===== src/rtl/npc_mc_pkg.sv =====
// rtl/npc_mc_pkg.sv - shared state, error-cause and reset constants for the NPC multi-cycle controller
package npc_mc_pkg;

  typedef enum logic [2:0] {
    FETCH_REQ,
    FETCH_WAIT,
    EXEC,
    MEM_REQ,
    MEM_WAIT,
    WB,
    HALT
  } npc_mc_state_t;

  localparam logic [1:0] ERR_NONE    = 2'b00;
  localparam logic [1:0] ERR_IFETCH  = 2'b01;
  localparam logic [1:0] ERR_DMEM    = 2'b10;
  localparam logic [1:0] ERR_TIMEOUT = 2'b11;

  localparam logic [31:0] RESET_PC_DEFAULT = 32'h8000_0000;
  localparam logic [31:0] NOP_INST         = 32'h0000_0013;

endpackage


===== src/rtl/npc_wait_timer.sv =====
// rtl/npc_wait_timer.sv - per-state wait counter; expired flags the last allowed cycle of a wait
module npc_wait_timer #(
  parameter int TIMEOUT_CYC = 255
) (
  input  logic clk,
  input  logic rst,
  input  logic clear,
  input  logic enable,
  output logic expired
);

  localparam int W = $clog2(TIMEOUT_CYC);
  localparam logic [W-1:0] LAST = W'(TIMEOUT_CYC - 1);

  logic [W-1:0] cnt;

  always_ff @(posedge clk or negedge rst) begin
    if (!rst) begin
      cnt <= '0;
    end else if (clear) begin
      cnt <= '0;
    end else if (enable && !expired) begin
      cnt <= cnt + 1'b1;
    end
  end

  assign expired = (cnt == LAST);

endmodule


===== src/rtl/npc_mc_ctrl.sv =====
// rtl/npc_mc_ctrl.sv - multi-cycle fetch/exec/mem/wb sequencer owning the PC
// Optional wait-state timeout halting is built when NPC_MC_TIMEOUT_EN is defined.
module npc_mc_ctrl #(
  parameter int              XLEN        = 32,
  parameter logic [XLEN-1:0] RESET_PC    = XLEN'(npc_mc_pkg::RESET_PC_DEFAULT),
  parameter int              TIMEOUT_CYC = 255
) (
  input  logic            clk,
  input  logic            rst,
  output logic [XLEN-1:0] pc,
  output logic [31:0]     inst,
  output logic            imem_req_valid,
  input  logic            imem_req_ready,
  output logic [XLEN-1:0] imem_addr,
  input  logic            imem_resp_valid,
  input  logic [31:0]     imem_resp_data,
  input  logic            imem_resp_err,
  input  logic            dec_is_load,
  input  logic            dec_is_store,
  input  logic            dec_ebreak,
  input  logic [XLEN-1:0] npc,
  output logic            dmem_req_valid,
  output logic            dmem_req_we,
  input  logic            dmem_req_ready,
  input  logic            dmem_resp_valid,
  input  logic            dmem_resp_err,
  output logic            rf_we_en,
  output logic            commit,
  output logic            halt,
  output logic [1:0]      err_cause
);
  import npc_mc_pkg::*;

  if (TIMEOUT_CYC < 2 || TIMEOUT_CYC > 65535) begin : g_bad_timeout
    $error("TIMEOUT_CYC must lie in 2..65535");
  end

  npc_mc_state_t   state, state_n;
  logic [1:0]      err_q, err_n;
  logic [XLEN-1:0] pc_q;
  logic [31:0]     inst_q;
  logic            is_store_q;

`ifdef NPC_MC_TIMEOUT_EN
  logic tmr_expired;
  logic waiting;

  assign waiting = (state == FETCH_REQ) || (state == FETCH_WAIT) ||
                   (state == MEM_REQ)   || (state == MEM_WAIT);

  npc_wait_timer #(.TIMEOUT_CYC(TIMEOUT_CYC)) u_wait_timer (
    .clk     (clk),
    .rst     (rst),
    .clear   (state_n != state),
    .enable  (waiting),
    .expired (tmr_expired)
  );
`endif

  always_comb begin
    state_n = state;
    err_n   = err_q;
    case (state)
      FETCH_REQ:  if (imem_req_ready) state_n = FETCH_WAIT;
      FETCH_WAIT: begin
        if (imem_resp_valid) begin
          if (imem_resp_err) begin
            state_n = HALT;
            err_n   = ERR_IFETCH;
          end else begin
            state_n = EXEC;
          end
        end
      end
      EXEC:       state_n = (dec_is_load || dec_is_store) ? MEM_REQ : WB;
      MEM_REQ:    if (dmem_req_ready) state_n = MEM_WAIT;
      MEM_WAIT: begin
        if (dmem_resp_valid) begin
          if (dmem_resp_err) begin
            state_n = HALT;
            err_n   = ERR_DMEM;
          end else begin
            state_n = WB;
          end
        end
      end
      WB: begin
        if (dec_ebreak) begin
          state_n = HALT;
          err_n   = ERR_NONE;
        end else begin
          state_n = FETCH_REQ;
        end
      end
      default:    state_n = HALT;
    endcase
`ifdef NPC_MC_TIMEOUT_EN
    // A wait state that has used its last cycle without its completing event gives up.
    if (waiting && tmr_expired && (state_n == state)) begin
      state_n = HALT;
      err_n   = ERR_TIMEOUT;
    end
`endif
  end

  always_ff @(posedge clk or negedge rst) begin
    if (!rst) begin
      state      <= FETCH_REQ;
      err_q      <= ERR_NONE;
      pc_q       <= RESET_PC;
      inst_q     <= NOP_INST;
      is_store_q <= 1'b0;
    end else begin
      state <= state_n;
      err_q <= err_n;
      if (state == FETCH_WAIT && imem_resp_valid && !imem_resp_err) inst_q <= imem_resp_data;
      if (state == EXEC) is_store_q <= dec_is_store;
      if (state == WB && !dec_ebreak) pc_q <= npc;
    end
  end

  assign pc             = pc_q;
  assign imem_addr      = pc_q;
  assign inst           = inst_q;
  assign imem_req_valid = (state == FETCH_REQ);
  assign dmem_req_valid = (state == MEM_REQ);
  assign dmem_req_we    = (state == MEM_REQ) && is_store_q;
  assign rf_we_en       = (state == WB);
  assign commit         = (state == WB);
  assign halt           = (state == HALT);
  assign err_cause      = err_q;

endmodule


===== config.mk =====
export PLATFORM = sky130hd
export DESIGN_NAME = npc_mc_ctrl
export DESIGN_NICKNAME = d
export VERILOG_FILES = /design/src/rtl/npc_mc_pkg.sv /design/src/rtl/npc_wait_timer.sv /design/src/rtl/npc_mc_ctrl.sv
export SDC_FILE = /design/constraint.sdc
export NUM_CORES = 1
export LEC_CHECK = 0
export BUFFER_PORTS_ARGS = -buffer_cell sky130_fd_sc_hd__buf_4
export CORE_MARGIN = 1
export CORE_UTILIZATION = 45
export CTS_CLUSTER_DIAMETER = 40
export CTS_CLUSTER_SIZE = 25
export DETAILED_ROUTE_END_ITERATION = 10
export PLACE_DENSITY = 0.79
export SLEW_MARGIN = 15
export SYNTH_ARGS = -nofsm -noshare
export SYNTH_HDL_FRONTEND = slang
export SYNTH_HIERARCHICAL = 1
export SYNTH_SLANG_ARGS = --single-unit

===== constraint.sdc =====
create_clock -name clk -period 2 [get_ports clk]
set_input_delay 0.4 -clock clk [delete_from_list [all_inputs] [get_ports clk]]
set_output_delay 0.4 -clock clk [all_outputs]
set_load 0.01 [all_outputs]

# After elaboration in Yosys (flattened, before gate mapping)
# Index checks and enable logic that the tools add are counted.
[totals] word_cells=44 output_inout_bits=104 ff_bits=70 in_bits=75
[classes] n_mux=15 n_reduce_logical=11 eq_ne=13
[op_table] op="$mux 3" n=7
[op_table] op="$pmux 3 s6" n=1
[op_table] op="$mux 2" n=6
[op_table] op="$ne 2x2->1 const B" n=5
[op_table] op="$eq 3x3->1 const B" n=3
[op_table] op="$eq 3x2->1 const B" n=2
[op_table] op="$pmux 2 s3" n=1
[op_table] op="$reduce_and 6->1" n=1
[op_table] op="$logic_and 1x1->1" n=4
[op_table] op="$ne 2x1->1 const B" n=2
[op_table] op="$reduce_and 4->1" n=1
[op_table] op="$eq 3x1->1 const B" n=1
[op_table] op="$logic_not 3->1" n=1
[op_table] op="$reduce_bool 3->1" n=1
[op_table] op="$logic_not 1->1" n=2
[op_table] op="$logic_or 1x1->1" n=1

# Longest topological paths before layout
# Gate-level depths: netlist of run 1.
[logic_depth] ltp_word=3 depth_mapped=7 mapped_depth_nobuf=4

# Least setup slack after synthesis of run 1
# Ideal clock, no wire load.
[synth_path] path_type="reg2out" from="register state[2]" to="output port dmem_req_we" arrival_ns=1.309 path_stages_with_launch=5 required_ns=1.600 slack_ns=0.291 n_path_buf=2 path_cell_list="dfrtp_1 > buf_2 > clkbuf_1 > nor3b_1 > and2_1"
[synth_via] elab_chain_len=2
[synth_lines] item="start: declaration" line_no="npc_mc_ctrl.sv:38" text="npc_mc_state_t state, state_n;"
[synth_lines] item="start signal: assignment" line_no="npc_mc_ctrl.sv:114" text="state <= state_n;"
[synth_lines] item="$eq 3x2->1"
[synth_lines] item="via dmem_req_valid" line_no="npc_mc_ctrl.sv:22" text="output logic dmem_req_valid,"
[synth_lines] item="$logic_and 1x1->1" line_no="npc_mc_ctrl.sv:127" text="assign dmem_req_we = (state == MEM_REQ) && is_store_q;"
[synth_lines] item="end: declaration" line_no="npc_mc_ctrl.sv:23" text="output logic dmem_req_we,"
# The timed path passes the listed nets, and every way through them passes these cells.

# Worst setup path after layout of run 1
[layout_path] from="register state[0]" to="output port dmem_req_we"
[layout_via] elab_chain_len=2
[layout_lines] item="$eq 3x2->1" line_no="npc_mc_ctrl.sv:127"
[layout_lines] item="$logic_and 1x1->1" line_no="npc_mc_ctrl.sv:127"
# No other way between the ends.

==> flow_summary.json, run 1 <==
{
  "cp_num_buf_inv": 2,
  "synth_flop_cell": "dfrtp_1",
  "area_growth_pct": 42.3,
  "syn_nets": 298,
  "grt_pass1_wl_um": 10300,
  "dr.pass1.iters": 4,
  "place_inst": 460,
  "timing.setup.tns_ns": 0,
  "cap_violations": 0,
  "cts_made_buffers": 9,
  "drc": 0,
  "finalMaxSlewViolations": 0,
  "cp-start-kind": "flip-flop",
  "run_status": "finished, final reports clean",
  "grt_antenna_before_repair": 0,
  "ys_seq_area_share_pct": 53.9,
  "cts_root_buffer": "clkbuf_8",
  "fin_util_pct": 67.1,
  "drive_above_1_share_pct": 72.9,
  "io_pins": 179,
  "stdcell_count": 476,
  "num_vias": 2245,
  "switching_share_pct": 32.2,
  "worstPathCellList": "buf_4 > nor3b_2 > and2_1 > buf_4",
  "r2r_setup_slack_ns": 0.26,
  "syn-cell-area_sq_um": 3260,
  "synth.avg_cell_area_sq_um": 14.6,
  "dp.final_hpwl_um": 5310,
  "antenna_cells": 0,
  "tritoncts": "done",
  "critPathMaxStageDelay_ns": 0.42,
  "clkLatencyLatePin_ns": 0.33,
  "grt_overflow_total": 0,
  "htreeDepth": 3,
  "initial_core_util_pct": 47.2,
  "pwr_density_cell_nw_per_um2": 1500,
  "yosys_warnings": 6,
  "port_buffers": 178,
  "setup_viol": 0,
  "crit_type": "flip-flop to output port",
  "worstPathRequired_ns": 1.60,
  "cp_slowest_cell": "dfrtp_1",
  "grt_max_degree": 34,
  "finalHoldViolCount": 0,
  "cts_sinks": 70,
  "n_fill_cell": 555,
  "vdd_drop_max_mv": 0.735,
  "pwr-share-clk_pct": 16.3,
  "postRouteAntennaNets": 0,
  "nNetsFinal": 450,
  "relSlewSlack_pct": 70.8,
  "critPathLaunch": "state[0]",
  "synth-edff-count": 0,
  "drt_iter0_markers": 30,
  "r2r-end": "imem_addr[29]",
  "pwr-share-seq_pct": 37.3,
  "rsz0062_at_grt": "false",
  "crit_fanout": 16,
  "synth_cells": 223,
  "clockBufferDepth": 2,
  "num_rows": 30,
  "grtUsageTotal_pct": 17.9,
  "die_h_um": 87.1,
  "p_leak_uw": 0.00239,
  "crit_top_cell": "buf_4",
  "p_int_uw": 4700,
  "postCtsHoldBufs": 0,
  "viasPerCell": 4.72,
  "async_flop_share_pct": 100,
  "tightest_slew_ns": 0.438,
  "routed_wl_um": 6900,
  "grt_pass1_vias": 2099,
  "endpoint": "dmem_req_we",
  "finalCriticalPeriod_ns": 1.87,
  "power.switching_uw": 2230,
  "cp.depth": 4,
  "critPathCaptureType": "output port",
  "cpLargestDelayFamily": "flip-flops",
  "path_clk_slew_ns": 0.08,
  "final.setup_skew_ns": 0.00932,
  "dieArea_sq_um": 7580,
  "hp-class": "input pin to asynchronous set/reset pin",
  "wl_per_cell_um": 14.5,
  "ys_ff_latch": 70,
  "min_period_over_period_pct": 93.3,
  "die_w_um": 87.1,
  "synth_cell_types": 34,
  "fmax_ghz": 0.536,
  "crit_arrival_ns": 1.47,
  "gp_congestion": 0.793,
  "combPwrFrac_pct": 46.5,
  "core-area_sq_um": 6910,
  "crit-reg2reg-launch": "state[1]",
  "worst_r2r_path_depth": 5
}
power by group through the flow:
stage / sequential (uW) / clock [uW] / combinational (uW)
2_1_floorplan: 2790 / 0 / 1670
3_3_place_gp: 2580 / 0 / 3200
3_5_place_dp: 2610 / 0 / 3250
4_1_cts: 2590 / 1170 / 3250
5_1_grt: 2680 / 1220 / 3450
6_report: 2590 / 1130 / 3220
cells by family after synthesis:
family                 Yosys count  share of synthesized area, %
buffers and inverters           48                          12.1
DFF                             70                          53.9
muxes                           66                          26.2
AOI/OAI and AO/OA               14                          2.76
and+or+nand+nor                 25                          4.95
registers in the layout, summed over array words and instances (netlist names):
signal	flops
is_store_q	1
inst	32
err_cause	2
imem_addr	32
state	3
per-layer routing:
layer	global-route usage (%)	share of wire, %	vias to the layer above
met1	21.7	41	1098
met4	5.81	0.61	0
li1	-	-	1044
met3	4.27	6.4	4
met2	31.4	52	99
met5	0	0	-
layout make-up:
| type | count | area (sq um) | area share (%) |
|---|---|---|---|
| Inverter | 3 | 13.8 | 0.297 |
| Clock buffer | 11 | 141 | 3.05 |
| Sequential cell | 70 | 1760 | 37.9 |
| Clock inverter | 5 | 58.8 | 1.27 |
| Timing Repair Buffer | 186 | 1430 | 30.9 |
| Multi-Input combinational cell | 105 | 1110 | 24.0 |
| Tap cell | 96 | 120 | 2.59 |
Yosys cell counts (2+ instances only):
cell / instances / share of area [%]
nor3b_1: 2 / 0.46
o21ai_0: 2 / 0.31
inv_1: 2 / 0.23
clkbuf_1: 2 / 0.23
buf_6: 5 / 1.7
nor3_1: 4 / 0.61
mux2_4: 30 / 14
nor2_1: 4 / 0.46
nand2_1: 4 / 0.46
buf_2: 2 / 0.31
buf_4: 33 / 7.6
dfrtp_1: 66 / 51
a31oi_1: 2 / 0.38
a21oi_1: 5 / 0.77
buf_12: 3 / 1.8
dfstp_2: 4 / 3.2
a21boi_0: 2 / 0.46
mux2_2: 35 / 12
layout by cell type, fill, tap and decap left out, types with 2 or more instances in the layout:
| cell type | count |
|---|---|
| dfrtp_1 | 66 |
| buf_4 | 183 |
| a31oi_1 | 2 |
| dfstp_2 | 4 |
| a21oi_1 | 5 |
| mux2_2 | 35 |
| nor3_1 | 4 |
| nand2_1 | 4 |
| inv_1 | 2 |
| nor2_1 | 4 |
| a21boi_0 | 2 |
| o21ai_0 | 2 |
| clkbuf_8 | 10 |
| buf_12 | 3 |
| clkinvlp_4 | 2 |
| mux2_4 | 30 |
timing repair:
| action | in CTS | in global routing |
|---|---|---|
| endpoints found under the setup margin | 0 | 1 |
| setup buffers | 0 | 0 |
| gates resized for setup | 0 | 1 |
how the worst min path moves through the flow:
stage | end
floorplan | err_cause[0]
global placement | inst[5]
detailed placement | inst[5]
CTS | inst[5]
global route | inst[8]
finish | inst[25]
per-stage QoR:
step	instance area, sq um	hold slack [ns]	power [uW]	setup slack (ns)
2_1_floorplan	3260	0.104	4470	0.291
3_3_place_gp	4430	0.374	5780	0.328
3_5_place_dp	4430	0.376	5860	0.277
4_1_cts	4630	0.0112	7010	0.0248
5_1_grt	4640	0.0287	7350	0.0109
6_report	4640	0.00864	6930	0.134
No activity file was read; power rests on OpenSTA's default activity.
==> run 2: changes to the inputs <==
CAP_MARGIN = 15   (was not set)
PLACE_DENSITY = not set   (was 0.79)
PLACE_DENSITY_LB_ADDON = 0.2   (was not set)
==> run 2 against run 1 <==
  * Hold slack better by 0.0078 ns
  * Wire length is 1.3% lower
  * Die area stayed put
  * Critical path depth stayed put
  * Global-route usage hardly changed
  * Register-to-register slack better by 0.05 ns
  * Largest cell class unchanged
  * Fmax is 0.63% higher
==> flow_summary.json, run 2 (synthesis gave the netlist of run 1 again) <==
{
  "cts_made_buffers": 9,
  "seqCellArea_sq_um": 1760,
  "grtUsageTotal_pct": 17.9,
  "final_cell_mix": "buf_4, dfrtp_1, mux2_2",
  "timing.setup.tns_ns": 0,
  "finalHoldViolCount": 0,
  "drive_above_1_share_pct": 72.9,
  "p_leak_uw": 0.00239,
  "area_growth_pct": 43.1,
  "postCtsSetupBuffers": 0,
  "min_period_over_period_pct": 92.7,
  "die_h_um": 87.1,
  "grt_pass1_wl_um": 10200,
  "grt_pass1_vias": 2052,
  "placed_area_sq_um": 4410,
  "dp.final_hpwl_um": 5010,
  "grt_antenna_before_repair": 0,
  "cts_root_buffer": "clkbuf_8",
  "drt_iter0_markers": 62,
  "routed_wl_um": 6800,
  "clockBufferDepth": 2,
  "crit-reg2reg-launch": "state[2]",
  "fmax_ghz": 0.539,
  "crit_type": "flip-flop to output port",
  "dieArea_sq_um": 7580,
  "run_status": "finished, final reports clean",
  "gp_congestion": 0.862,
  "r2r_setup_slack_ns": 0.31,
  "nNetsFinal": 447,
  "io_pins": 179,
  "relSlewSlack_pct": 68.2,
  "grt_max_degree": 37,
  "core-area_sq_um": 6910,
  "crit_arrival_ns": 1.45,
  "num_vias": 2195,
  "cts_sinks": 70,
  "cp-start-kind": "flip-flop",
  "drc": 0,
  "critPathLaunch": "state[0]",
  "stdcell_count": 473,
  "tritoncts": "done",
  "place_inst": 457,
  "num_rows": 30,
  "path_clk_slew_ns": 0.08,
  "clkLatencyLatePin_ns": 0.33,
  "viasPerCell": 4.64,
  "n_fill_cell": 551,
  "initial_core_util_pct": 47.2,
  "grt_overflow_total": 0,
  "cap_violations": 0,
  "crit_fanout": 13,
  "pwr_density_cell_nw_per_um2": 1540,
  "htreeDepth": 3,
  "postRouteAntennaNets": 0,
  "finalMaxSlewViolations": 0,
  "port_buffers": 178,
  "finalCriticalPeriod_ns": 1.85,
  "multiInputGateArea_sq_um": 1110,
  "dr.pass1.iters": 4,
  "tightest_slew_ns": 0.477,
  "antenna_cells": 0,
  "final.setup_skew_ns": 0.00764,
  "rsz0062_at_grt": "false",
  "hp-class": "input pin to asynchronous set/reset pin",
  "setup_viol": 0,
  "critPathCaptureType": "output port",
  "wl_per_cell_um": 14.4,
  "vdd_drop_max_mv": 0.610,
  "final_area_sq_um": 4660,
  "worstPathRequired_ns": 1.60,
  "final_common_cell": "buf_4",
  "die_w_um": 87.1
}
[run 2: cell type report]
type	instances	area share (%)
timing repair buffer	183	30.3
clock inverter	5	2.28
clock buffer	11	3.03
inverter	3	0.295
sequential	70	37.7
tap	96	2.58
multi-input combinational	105	23.8
[run 2: repair_timing]
item	4_1_cts	5_1_grt
resized for setup	1	1
setup endpoints to repair	1	1
pin swaps	0	0
hold buffers	0	0
[run 2: path summary, 6_finish.rpt]
check,endpoint,cells after the start
max reg2reg,imem_addr[7],4
min in group clk,imem_addr[8],2
max in group asynchronous,inst[4],2
min,inst[5],1
max,dmem_req_we,4
min reg2reg,is_store_q,1
[run 2: routing by layer]
layer	up-vias	part of all wire, %	global-route usage (%)
met1	1059	41	22.7
met4	0	1.3	7.15
met3	9	6.7	4.45
li1	1033	-	-
met2	94	51	29.5
met5	-	0	0
[run 2: where the power goes]
part / leakage [uW] / internal [uW] / switching [uW] / total, uW
Clock: 0.000120 / 866 / 519 / 1380
Combinational: 0.00140 / 1990 / 1220 / 3210
Sequential: 0.000870 / 2100 / 488 / 2590
Total: 0.00239 / 4950 / 2230 / 7180
[run 2: critical path: stages (launching register included)]
cell	delay (ns)
dfrtp_2	0.46
buf_4	0.19
nor3b_2	0.17
and2_1	0.17
buf_4	0.13
[run 2: per-stage QoR]
step	total power (uW)	hold WS [ns]	utilization, %	setup WS (ns)
global route	7600	0.0353	67.5	0.0486
floorplan	4470	0.104	-	0.291
finish	7180	0.0165	67.5	0.146
global placement	5780	0.394	63.8	0.356
CTS	7270	0.0206	67.4	0.0427
detailed placement	5840	0.388	63.8	0.321
==> run 3: changes to the inputs <==
ABC_AREA = 1   (was not set)
==> run 3 against run 2 <==
  * Cell area grew 1.7%
  * Hold slack gained 0.0012 ns
  * Non-clock buffer count shrank 1
  * Cell count grew 32%
  * Clock-buffer cell count shrank 1
  * Global-route usage grew 1.7 points
  * Largest cell class unchanged
  * Largest power group is now the clock network
  * Highest routed layer unchanged
==> flow_summary.json, run 3 <==
{
  "synth_compound_area_share_pct": 9.18,
  "ys_ff_latch": 70,
  "drc": 0,
  "synth_top_family_by_area": "simple AND/OR/NAND/NOR gates",
  "yosysMostFrequentCell": "nand2_1",
  "drive_above_1_share_pct": 46.2,
  "cap_violations": 0,
  "hp-class": "input pin to asynchronous set/reset pin",
  "synth_adder_area_share_pct": 0,
  "multiInputGateArea_sq_um": 1040,
  "clockBufferDepth": 2,
  "antenna_cells": 0,
  "synth_top_area_cell": "dfrtp_1",
  "syn_nets": 452,
  "combPwrFrac_pct": 5.4,
  "die_h_um": 88.0,
  "timing.setup.tns_ns": 0,
  "gp_congestion": 1.00,
  "fmax_ghz": 0.537,
  "synth-simple-area-share_pct": 21.7,
  "grt_pass1_wl_um": 11500,
  "postCtsHoldBufs": 0,
  "synth-edff-count": 0,
  "vdd_drop_max_mv": 0.383,
  "viasPerCell": 4.46,
  "crit_fanout": 7,
  "synth_area_leaders": "dfrtp_1, nand2_1, o21ai_2",
  "synth_cells": 377,
  "die_w_um": 88.0,
  "tritoncts": "done",
  "port_buffers": 178,
  "clkLatencyLatePin_ns": 0.33,
  "cts_root_buffer": "clkbuf_8",
  "crit_arrival_ns": 1.46,
  "wl_per_cell_um": 12.0,
  "use_met3_pct": 6.50,
  "grt_pass1_vias": 2566,
  "cts_made_buffers": 9,
  "ys_seq_area_share_pct": 52.8,
  "area_growth_pct": 42.5,
  "min_period_over_period_pct": 93.2,
  "relSlewSlack_pct": 49.1,
  "syn-cell-area_sq_um": 3330,
  "synth.avg_cell_area_sq_um": 8.82,
  "final_area_sq_um": 4740,
  "run_status": "finished, final reports clean",
  "cts_resized": 0,
  "dr.pass1.iters": 4,
  "grtUsageTotal_pct": 19.6,
  "cts_sinks": 70,
  "finalHoldViolCount": 0,
  "num_rows": 30,
  "grt_antenna_before_repair": 0,
  "setup_viol": 0,
  "postCtsSetupBuffers": 0,
  "switching_share_pct": 18.8,
  "pwr_density_cell_nw_per_um2": 650,
  "rsz0062_at_grt": "false",
  "finalCriticalPeriod_ns": 1.86,
  "synth-xor-area-share_pct": 0,
  "final.setup_skew_ns": 0.00704,
  "num_vias": 2783,
  "path_clk_slew_ns": 0.07,
  "synth_top_area_share_pct": 49.6,
  "synthMuxAreaShare_pct": 0.338,
  "io_pins": 179,
  "pwr-share-seq_pct": 45.9,
  "dp.final_hpwl_um": 5650,
  "power.switching_uw": 580,
  "p_int_uw": 2500,
  "grt_max_degree": 65,
  "grt_overflow_total": 0,
  "busiest_layer": "met2",
  "tightest_slew_ns": 0.764,
  "met1_usage_pct": 23.1,
  "seqCellArea_sq_um": 1760,
  "grt_use_met2_pct": 32.6,
  "synth_flop_cell": "dfrtp_1",
  "cp-start-kind": "flip-flop",
  "routed_wl_um": 7490,
  "finalMaxSlewViolations": 0,
  "final_cell_mix": "buf_4, nand2_1, dfrtp_1",
  "async_flop_share_pct": 100,
  "core-area_sq_um": 6980,
  "critPathCaptureType": "output port",
  "netlist_top_cells_count": "nand2_1, dfrtp_1, inv_1, buf_4, o21ai_2",
  "pwr-share-clk_pct": 48.7,
  "worstPathRequired_ns": 1.60,
  "yosys_warnings": 6,
  "dieArea_sq_um": 7740,
  "fin_util_pct": 67.9,
  "htreeDepth": 3,
  "synth_cell_types": 22,
  "drt_iter0_markers": 78,
  "initial_core_util_pct": 47.7,
  "placed_area_sq_um": 4470,
  "crit_type": "flip-flop to output port",
  "final_common_cell": "buf_4",
  "postRouteAntennaNets": 0,
  "n_fill_cell": 586,
  "p_leak_uw": 0.00281,
  "nNetsFinal": 598
}
## run 3: changes by cell type after synthesis, sizes merged, moves of 4 or more
cell	before	now
nand2	4	154
mux2	65	1
inv	3	47
o21ai	2	37
nand3	0	7
a21oi	5	0
nor2	5	9
nor3	4	0
## run 3: critical path, cell delays in order (launching register included)
cell	delay (ns)
dfrtp_1	0.53
inv_2	0.10
nor2_1	0.22
nand2_1	0.08
inv_1	0.08
buf_4	0.12
## run 3: path summary, 6_finish.rpt
check / startpoint / slack, ns / end / cells after the start
worst max-delay path: state[0] / 0.14 / rf_we_en / 5
worst min-delay path: rst / 0.02 / inst[28] / 1
worst max register to register: state[0] / 0.29 / inst[13] / 6
worst min register to register: inst[4] / 0.48 / inst[4] / 2
max in group asynchronous: rst / 1.36 / inst[0] / 2
min in group clk: npc[24] / 0.26 / imem_addr[24] / 3
## run 3: area by class of cell
class / count / share of cell area [%]
Multi-Input combinational cell: 213 / 21.9
Timing Repair Buffer: 182 / 29.1
Clock buffer: 10 / 2.90
Clock inverter: 6 / 2.80
Inverter: 47 / 3.72
Sequential cell: 70 / 37.1
Tap cell: 96 / 2.53
## run 3: through the flow
stage	std cells	power [uW]	hold WS, ns	worst slack, ns
2_1_floorplan	377	1470	0.104	0.650
3_3_place_gp	608	1610	0.385	0.343
3_5_place_dp	608	1610	0.385	0.279
4_1_cts	624	3120	0.0161	0.0680
5_1_grt	624	3200	0.0376	0.00572
6_report	624	3080	0.0177	0.137
## run 3: routing by layer
metal  wire length, um  vias to the layer above
met5                 0                        -
met4               145                        0
met2              3600                      140
li1                  -                     1394
met3               749                       15
met1              2990                     1234
## run 3: power groups by stage
stage               sequential (uW)  combinational, uW  clock [uW]
finish                         1420                166        1500
global route                   1410                184        1600
CTS                            1410                170        1530
detailed placement             1440                170           0
global placement               1440                167           0
floorplan                      1440               22.9           0
## run 3: kinds of logic (layout without fill, tap and decap cells)
family                 after synthesis  in the layout
AND/OR/NAND/NOR                    175            175
multiplexers                         1              1
buffers and inverters               94            245
AO/OA/AOI/OAI                       37             37
flip-flops                          70             70
